`config.mk`:
```
export PLATFORM = sky130hd
export DESIGN_NAME = ad9826_serial_master
export DESIGN_NICKNAME = d
export VERILOG_FILES = /design/src/rtl/ad9826_serial_master.sv
export SDC_FILE = /design/constraint.sdc
export NUM_CORES = 1
export LEC_CHECK = 0
export BUFFER_PORTS_ARGS = -buffer_cell sky130_fd_sc_hd__buf_2
export CORE_UTILIZATION = 42
export CTS_CLUSTER_DIAMETER = 120
export DETAILED_ROUTE_END_ITERATION = 8
export SLEW_MARGIN = 20
export SYNTH_ARGS = -nofsm -noshare
export SYNTH_HDL_FRONTEND = slang
export SYNTH_SLANG_ARGS = --single-unit
```
`constraint.sdc`:
```
create_clock -name clk -period 3.8 [get_ports clk]
set_input_delay 0.57 -clock clk [delete_from_list [all_inputs] [get_ports clk]]
set_output_delay 0.57 -clock clk [all_outputs]
set_load 0.02 [all_outputs]
```
`src/rtl/ad9826_serial_master.sv`:
```
// 3-wire serial-port master for AD9826-class AFEs: command/response handshake, internal SCLK divider.
// Optional macro AD9826_VERIFY_EN appends an automatic read-back frame after every write.
module ad9826_serial_master #(
  parameter int ADDR_W   = 3,
  parameter int DC_W     = 3,
  parameter int DATA_W   = 9,
  parameter int HALF_PER = 4,
  parameter int GAP_CYC  = 4
) (
  input  logic              clk,
  input  logic              rst,
  input  logic              cmd_valid,
  output logic              cmd_ready,
  input  logic              cmd_rw,
  input  logic [ADDR_W-1:0] cmd_addr,
  input  logic [DATA_W-1:0] cmd_wdata,
  output logic              rsp_valid,
  output logic [DATA_W-1:0] rsp_rdata,
  output logic              rsp_err,
  output logic              busy,
  output logic              ad_sclk,
  output logic              ad_sload,
  output logic              ad_sdata_o,
  output logic              ad_sdata_oe,
  input  logic              ad_sdata_i
);

  localparam int N        = 1 + ADDR_W + DC_W + DATA_W;
  localparam int CMD_BITS = 1 + ADDR_W + DC_W;
  localparam int CNT_MAX  = (HALF_PER > GAP_CYC) ? HALF_PER : GAP_CYC;
  localparam int CNT_W    = (CNT_MAX > 1) ? $clog2(CNT_MAX) : 1;
  localparam int BIT_W    = $clog2(N);

  typedef enum logic [2:0] {
    IDLE,
    SETUP,
    SHIFT_HI,
    SHIFT_LO,
    HOLD,
    GAP,
    DONE
  } state_t;

  state_t              state_q, state_d;
  logic [CNT_W-1:0]    cnt_q, cnt_d;
  logic [BIT_W-1:0]    bit_q, bit_d;
  logic [N-1:0]        shreg_q, shreg_d;
  logic                sdo_q, sdo_d;
  logic                oe_q, oe_d;
  logic                rw_q, rw_d;
  logic [DATA_W-1:0]   rdata_q, rdata_d;
  logic [DATA_W-1:0]   rsp_rdata_q, rsp_rdata_d;
`ifdef AD9826_VERIFY_EN
  logic [ADDR_W-1:0]   addr_q, addr_d;
  logic [DATA_W-1:0]   wdata_q, wdata_d;
  logic                vphase_q, vphase_d;
  logic                rsp_err_q, rsp_err_d;
`endif

  logic half_done;
  logic gap_done;
  logic last_bit;
  logic frame_rd;

  function automatic logic [N-1:0] build_frame(input logic rw,
                                               input logic [ADDR_W-1:0] addr,
                                               input logic [DATA_W-1:0] data);
    return {rw, addr, {DC_W{1'b0}}, data};
  endfunction

  assign half_done = (cnt_q == CNT_W'(HALF_PER - 1));
  assign gap_done  = (cnt_q == CNT_W'(GAP_CYC - 1));
  assign last_bit  = (bit_q == BIT_W'(N - 1));

  always_comb begin
    state_d     = state_q;
    cnt_d       = cnt_q;
    bit_d       = bit_q;
    shreg_d     = shreg_q;
    sdo_d       = sdo_q;
    oe_d        = oe_q;
    rw_d        = rw_q;
    rdata_d     = rdata_q;
    rsp_rdata_d = rsp_rdata_q;
`ifdef AD9826_VERIFY_EN
    addr_d      = addr_q;
    wdata_d     = wdata_q;
    vphase_d    = vphase_q;
    rsp_err_d   = rsp_err_q;
    frame_rd    = rw_q | vphase_q;
`else
    frame_rd    = rw_q;
`endif

    case (state_q)
      IDLE: begin
        if (cmd_valid) begin
          rw_d    = cmd_rw;
          shreg_d = build_frame(cmd_rw, cmd_addr, cmd_rw ? '0 : cmd_wdata);
          sdo_d   = cmd_rw;
          oe_d    = 1'b1;
          cnt_d   = '0;
          bit_d   = '0;
          state_d = SETUP;
`ifdef AD9826_VERIFY_EN
          addr_d   = cmd_addr;
          wdata_d  = cmd_wdata;
          vphase_d = 1'b0;
`endif
        end
      end

      SETUP: begin
        cnt_d = cnt_q + 1'b1;
        if (half_done) begin
          cnt_d   = '0;
          state_d = SHIFT_HI;
        end
      end

      SHIFT_HI: begin
        cnt_d = cnt_q + 1'b1;
        if (half_done) begin
          cnt_d   = '0;
          state_d = SHIFT_LO;
          shreg_d = shreg_q << 1;
          sdo_d   = shreg_q[N-2];
          // Data bits of a read: AFE output is stable late in the high phase.
          if (frame_rd && (bit_q >= BIT_W'(CMD_BITS)))
            rdata_d = {rdata_q[DATA_W-2:0], ad_sdata_i};
          if (frame_rd && (bit_q >= BIT_W'(CMD_BITS - 1))) begin
            sdo_d = 1'b0;
            oe_d  = 1'b0;
          end
        end
      end

      SHIFT_LO: begin
        cnt_d = cnt_q + 1'b1;
        if (half_done) begin
          cnt_d = '0;
          if (last_bit) begin
            state_d = HOLD;
          end else begin
            bit_d   = bit_q + 1'b1;
            state_d = SHIFT_HI;
          end
        end
      end

      HOLD: begin
        cnt_d = cnt_q + 1'b1;
        if (half_done) begin
          cnt_d   = '0;
          state_d = GAP;
          sdo_d   = 1'b0;
          oe_d    = 1'b0;
        end
      end

      GAP: begin
        cnt_d = cnt_q + 1'b1;
        if (gap_done) begin
          cnt_d   = '0;
          state_d = DONE;
          if (frame_rd) rsp_rdata_d = rdata_q;
`ifdef AD9826_VERIFY_EN
          rsp_err_d = vphase_q && (rdata_q != wdata_q);
          // A plain write chains straight into its read-back frame.
          if (!rw_q && !vphase_q) begin
            state_d     = SETUP;
            vphase_d    = 1'b1;
            shreg_d     = build_frame(1'b1, addr_q, '0);
            sdo_d       = 1'b1;
            oe_d        = 1'b1;
            bit_d       = '0;
            rsp_rdata_d = rsp_rdata_q;
            rsp_err_d   = rsp_err_q;
          end
`endif
        end
      end

      DONE: begin
        state_d = IDLE;
      end

      default: begin
        state_d = IDLE;
      end
    endcase
  end

  always_ff @(posedge clk or posedge rst) begin
    if (rst) begin
      state_q     <= IDLE;
      cnt_q       <= '0;
      bit_q       <= '0;
      shreg_q     <= '0;
      sdo_q       <= 1'b0;
      oe_q        <= 1'b0;
      rw_q        <= 1'b0;
      rdata_q     <= '0;
      rsp_rdata_q <= '0;
`ifdef AD9826_VERIFY_EN
      addr_q      <= '0;
      wdata_q     <= '0;
      vphase_q    <= 1'b0;
      rsp_err_q   <= 1'b0;
`endif
    end else begin
      state_q     <= state_d;
      cnt_q       <= cnt_d;
      bit_q       <= bit_d;
      shreg_q     <= shreg_d;
      sdo_q       <= sdo_d;
      oe_q        <= oe_d;
      rw_q        <= rw_d;
      rdata_q     <= rdata_d;
      rsp_rdata_q <= rsp_rdata_d;
`ifdef AD9826_VERIFY_EN
      addr_q      <= addr_d;
      wdata_q     <= wdata_d;
      vphase_q    <= vphase_d;
      rsp_err_q   <= rsp_err_d;
`endif
    end
  end

  assign cmd_ready   = (state_q == IDLE);
  assign busy        = (state_q != IDLE);
  assign rsp_valid   = (state_q == DONE);
  assign rsp_rdata   = rsp_rdata_q;
  assign ad_sclk     = (state_q == SHIFT_HI);
  assign ad_sload    = !(state_q inside {SETUP, SHIFT_HI, SHIFT_LO, HOLD});
  assign ad_sdata_o  = sdo_q;
  assign ad_sdata_oe = oe_q;
`ifdef AD9826_VERIFY_EN
  assign rsp_err     = rsp_err_q;
`else
  assign rsp_err     = 1'b0;
`endif

endmodule

```
==> results.toml <==
[synth]
synth-seq-area-share = 0.509
syn_inst = 207
synth_mux_area_frac = 0.156
synth_compound_area_frac = 0.118
synth_cell_types = 39
synth_area_leader_cell = "dfrtp_1"
synth_top_area_frac = 0.509
postSynthAreaPerCell_um2 = 10.7
syn_nets = 227
synth_top_family_by_area = "multiplexers"
synth-simple-area-share = 0.150
synth_area_leaders = "dfrtp_1 (51%), mux2_2 (8.7%), mux2i_1 (5.4%), o21ai_0 (5.0%), nand2_1 (4.4%)"
synth_edf_count = 0
synth_area_um2 = 2210
yosysMostFrequentCell = "dfrtp_1"
yosysWarningCount = 0
synth-async-reset-ratio = 1.00
synth_common_cells = "dfrtp_1 (45), nand2_1 (26), o21ai_0 (22)"
synth_xor_area_frac = 0.00396
synth_fa_ha_area_frac = 0.0170
synth_ff_type = "dfrtp_1"
ys_ff_latch = 45

[sta]
period_share = 0.599
clock-skew-final_ns = 0.00601
timing.final.crit_period_ns = 2.27
tightest_slew_ns = 0.756
timing.hold.ws_ns = 0.395
setup_violations = 0
slew_headroom = 0.495
setup-tns-final_ns = 0
clock.fmax_mhz = 440
finalWorstSetupSlack_ns = 1.53
hold_violations = 0
slew_violations = 0
rsz0062_at_grt = "no"

[floorplanning]
ios = 34
die_area_um2 = 5560
start_util = 0.436
dieWidth_um = 74.6
coreArea_um2 = 5070
die_h_um = 74.6
row_count = 26

[placement]
dp_hpwl_mm = 2.59
post-place-ws_ns = 1.55
place_congestion = 0.741
post_dp_cell_area_um2 = 2400
io_buffers = 32
dp_cells = 295

[routing]
dr.pass1.iters = 4
ant_nets = 0
wire_per_inst_um = 12.7
drc = 0
routed_wl_mm = 3.86
drt_iter0_drc = 90
vias = 1522
vias_per_cell = 5.02

[power_and_ir_drop]
vdd_drop_max_mv = 0.276
power.share.clock = 0.192
p_switching_mw = 0.572
netSwitchingFraction = 0.379
p_per_area_nw_per_um2 = 607
combPwrFrac = 0.336
p_seq_frac = 0.472
leakage_nw = 1.21
power_mw = 1.51
intPower_mw = 0.937

[layout]
layout-drive-gt1-share = 0.266
fin_nets = 252
final_util = 0.490
diodes = 0
final_area_um2 = 2490
stdcell_count = 303
syn_to_final_growth_pct = 12.4

[cts]
postCtsSetupRepairBufs = 0
htree_levels = 2
root_buffer = "clkbuf_8"
cts_sinks = 45
cts.repair.resized = 0
hold_buffers = 0
path_clk_slew_ns = 0.08
clkLatencyLatePin_ns = 0.29
cts_inserted_buffers = 5
tritoncts = "done"
cts_buffer_depth = 2

[global_routing]
grt-ovfl-total = 0
antenna_found_initial = 0
grt_max_degree = 46
grt_pass1_vias = 1379
grt_pass1_wl_mm = 6.50
grt_usage = 0.156

[run]
drv_cap = 0

[worst_hold_path]
hold_path_class = "input port to asynchronous set/reset pin"

[worst_setup_path]
path_max_fanout = 19
cp.arrival_ns = 1.70
end_kind = "output port"
worstSetupStartpointType = "register"
path_class = "register to output port"
required_ns = 3.23

[outcome]
status = "complete, no violations"
-- registers in the layout, indices dropped and copies added (netlist names) --
register and count:
state_q 3, frame_rd 1, rdata_q 9, bit_q 4
ad_sdata_oe 1, rsp_rdata 9, shreg_q 15, cnt_q 2
ad_sdata_o 1
-- logic make-up (layout without fill, tap and decap cells) --
| kind of cell | after synthesis | count (layout) |
|---|---|---|
| AOI/OAI and AO/OA | 43 | 43 |
| xor gates and xnor gates | 1 | 1 |
| adders and majority gates | 3 | 3 |
| buffers and inverters | 23 | 49 |
| DFF | 45 | 45 |
| muxes | 32 | 32 |
| other | 1 | 1 |
| and+or+nand+nor | 59 | 59 |
-- power groups by stage --
stage,Sequential (mW),Clock (mW),Combinational [mW]
after floorplan,0.664,0,0.466
after global placement,0.718,0,0.506
after detailed placement,0.720,0,0.515
after CTS,0.711,0.303,0.516
after global routing,0.734,0.322,0.578
final,0.712,0.290,0.507
-- layout by cell type (no fill, tap or decap), types with 3 or more instances in the layout --
master / n
dfrtp_1: 45
buf_2: 32
nand2_1: 26
o21ai_0: 22
mux2_2: 17
mux2i_1: 12
nor2b_1: 10
inv_1: 7
a21oi_1: 5
nor3_1: 5
clkbuf_8: 5
nor2_1: 4
mux2_1: 3
nand3_1: 3
a211oi_1: 3
ha_1: 3
-- worst max-delay path, cell delays in order (launching register included) --
cell	delay, ns
dfrtp_1	0.72
nand2b_4	0.13
nor2_8	0.32
buf_2	0.24
-- metal layers --
layer | track usage | wire, um
met1 | 0.206 | 1880
met2 | 0.244 | 1780
met3 | 0.0447 | 132
met4 | 0.0587 | 64
met5 | 0 | 0
-- area by class of cell --
class | count | area (um^2)
Clock buffer | 5 | 68.8
Clock inverter | 3 | 17.5
Fill cell | 515 | 2590
Inverter | 8 | 30.0
Multi-Input combinational cell | 139 | 990
Sequential cell | 45 | 1130
Tap cell | 70 | 87.6
Timing Repair Buffer | 33 | 168
-- path summary, 6_finish.rpt --
check | endpoint | cells after the start | slack (ns) | startpoint
max | ad_sclk | 3 | 1.53 | state_q[1]
min | shreg_q[3] | 3 | 0.39 | rst
max reg2reg | rdata_q[2] | 4 | 1.55 | state_q[1]
min reg2reg | shreg_q[0] | 2 | 0.48 | shreg_q[0]
max in group asynchronous | shreg_q[12] | 3 | 3.01 | rst
min in group clk | shreg_q[0] | 2 | 0.48 | shreg_q[0]
No activity file was read; power rests on OpenSTA's default activity.
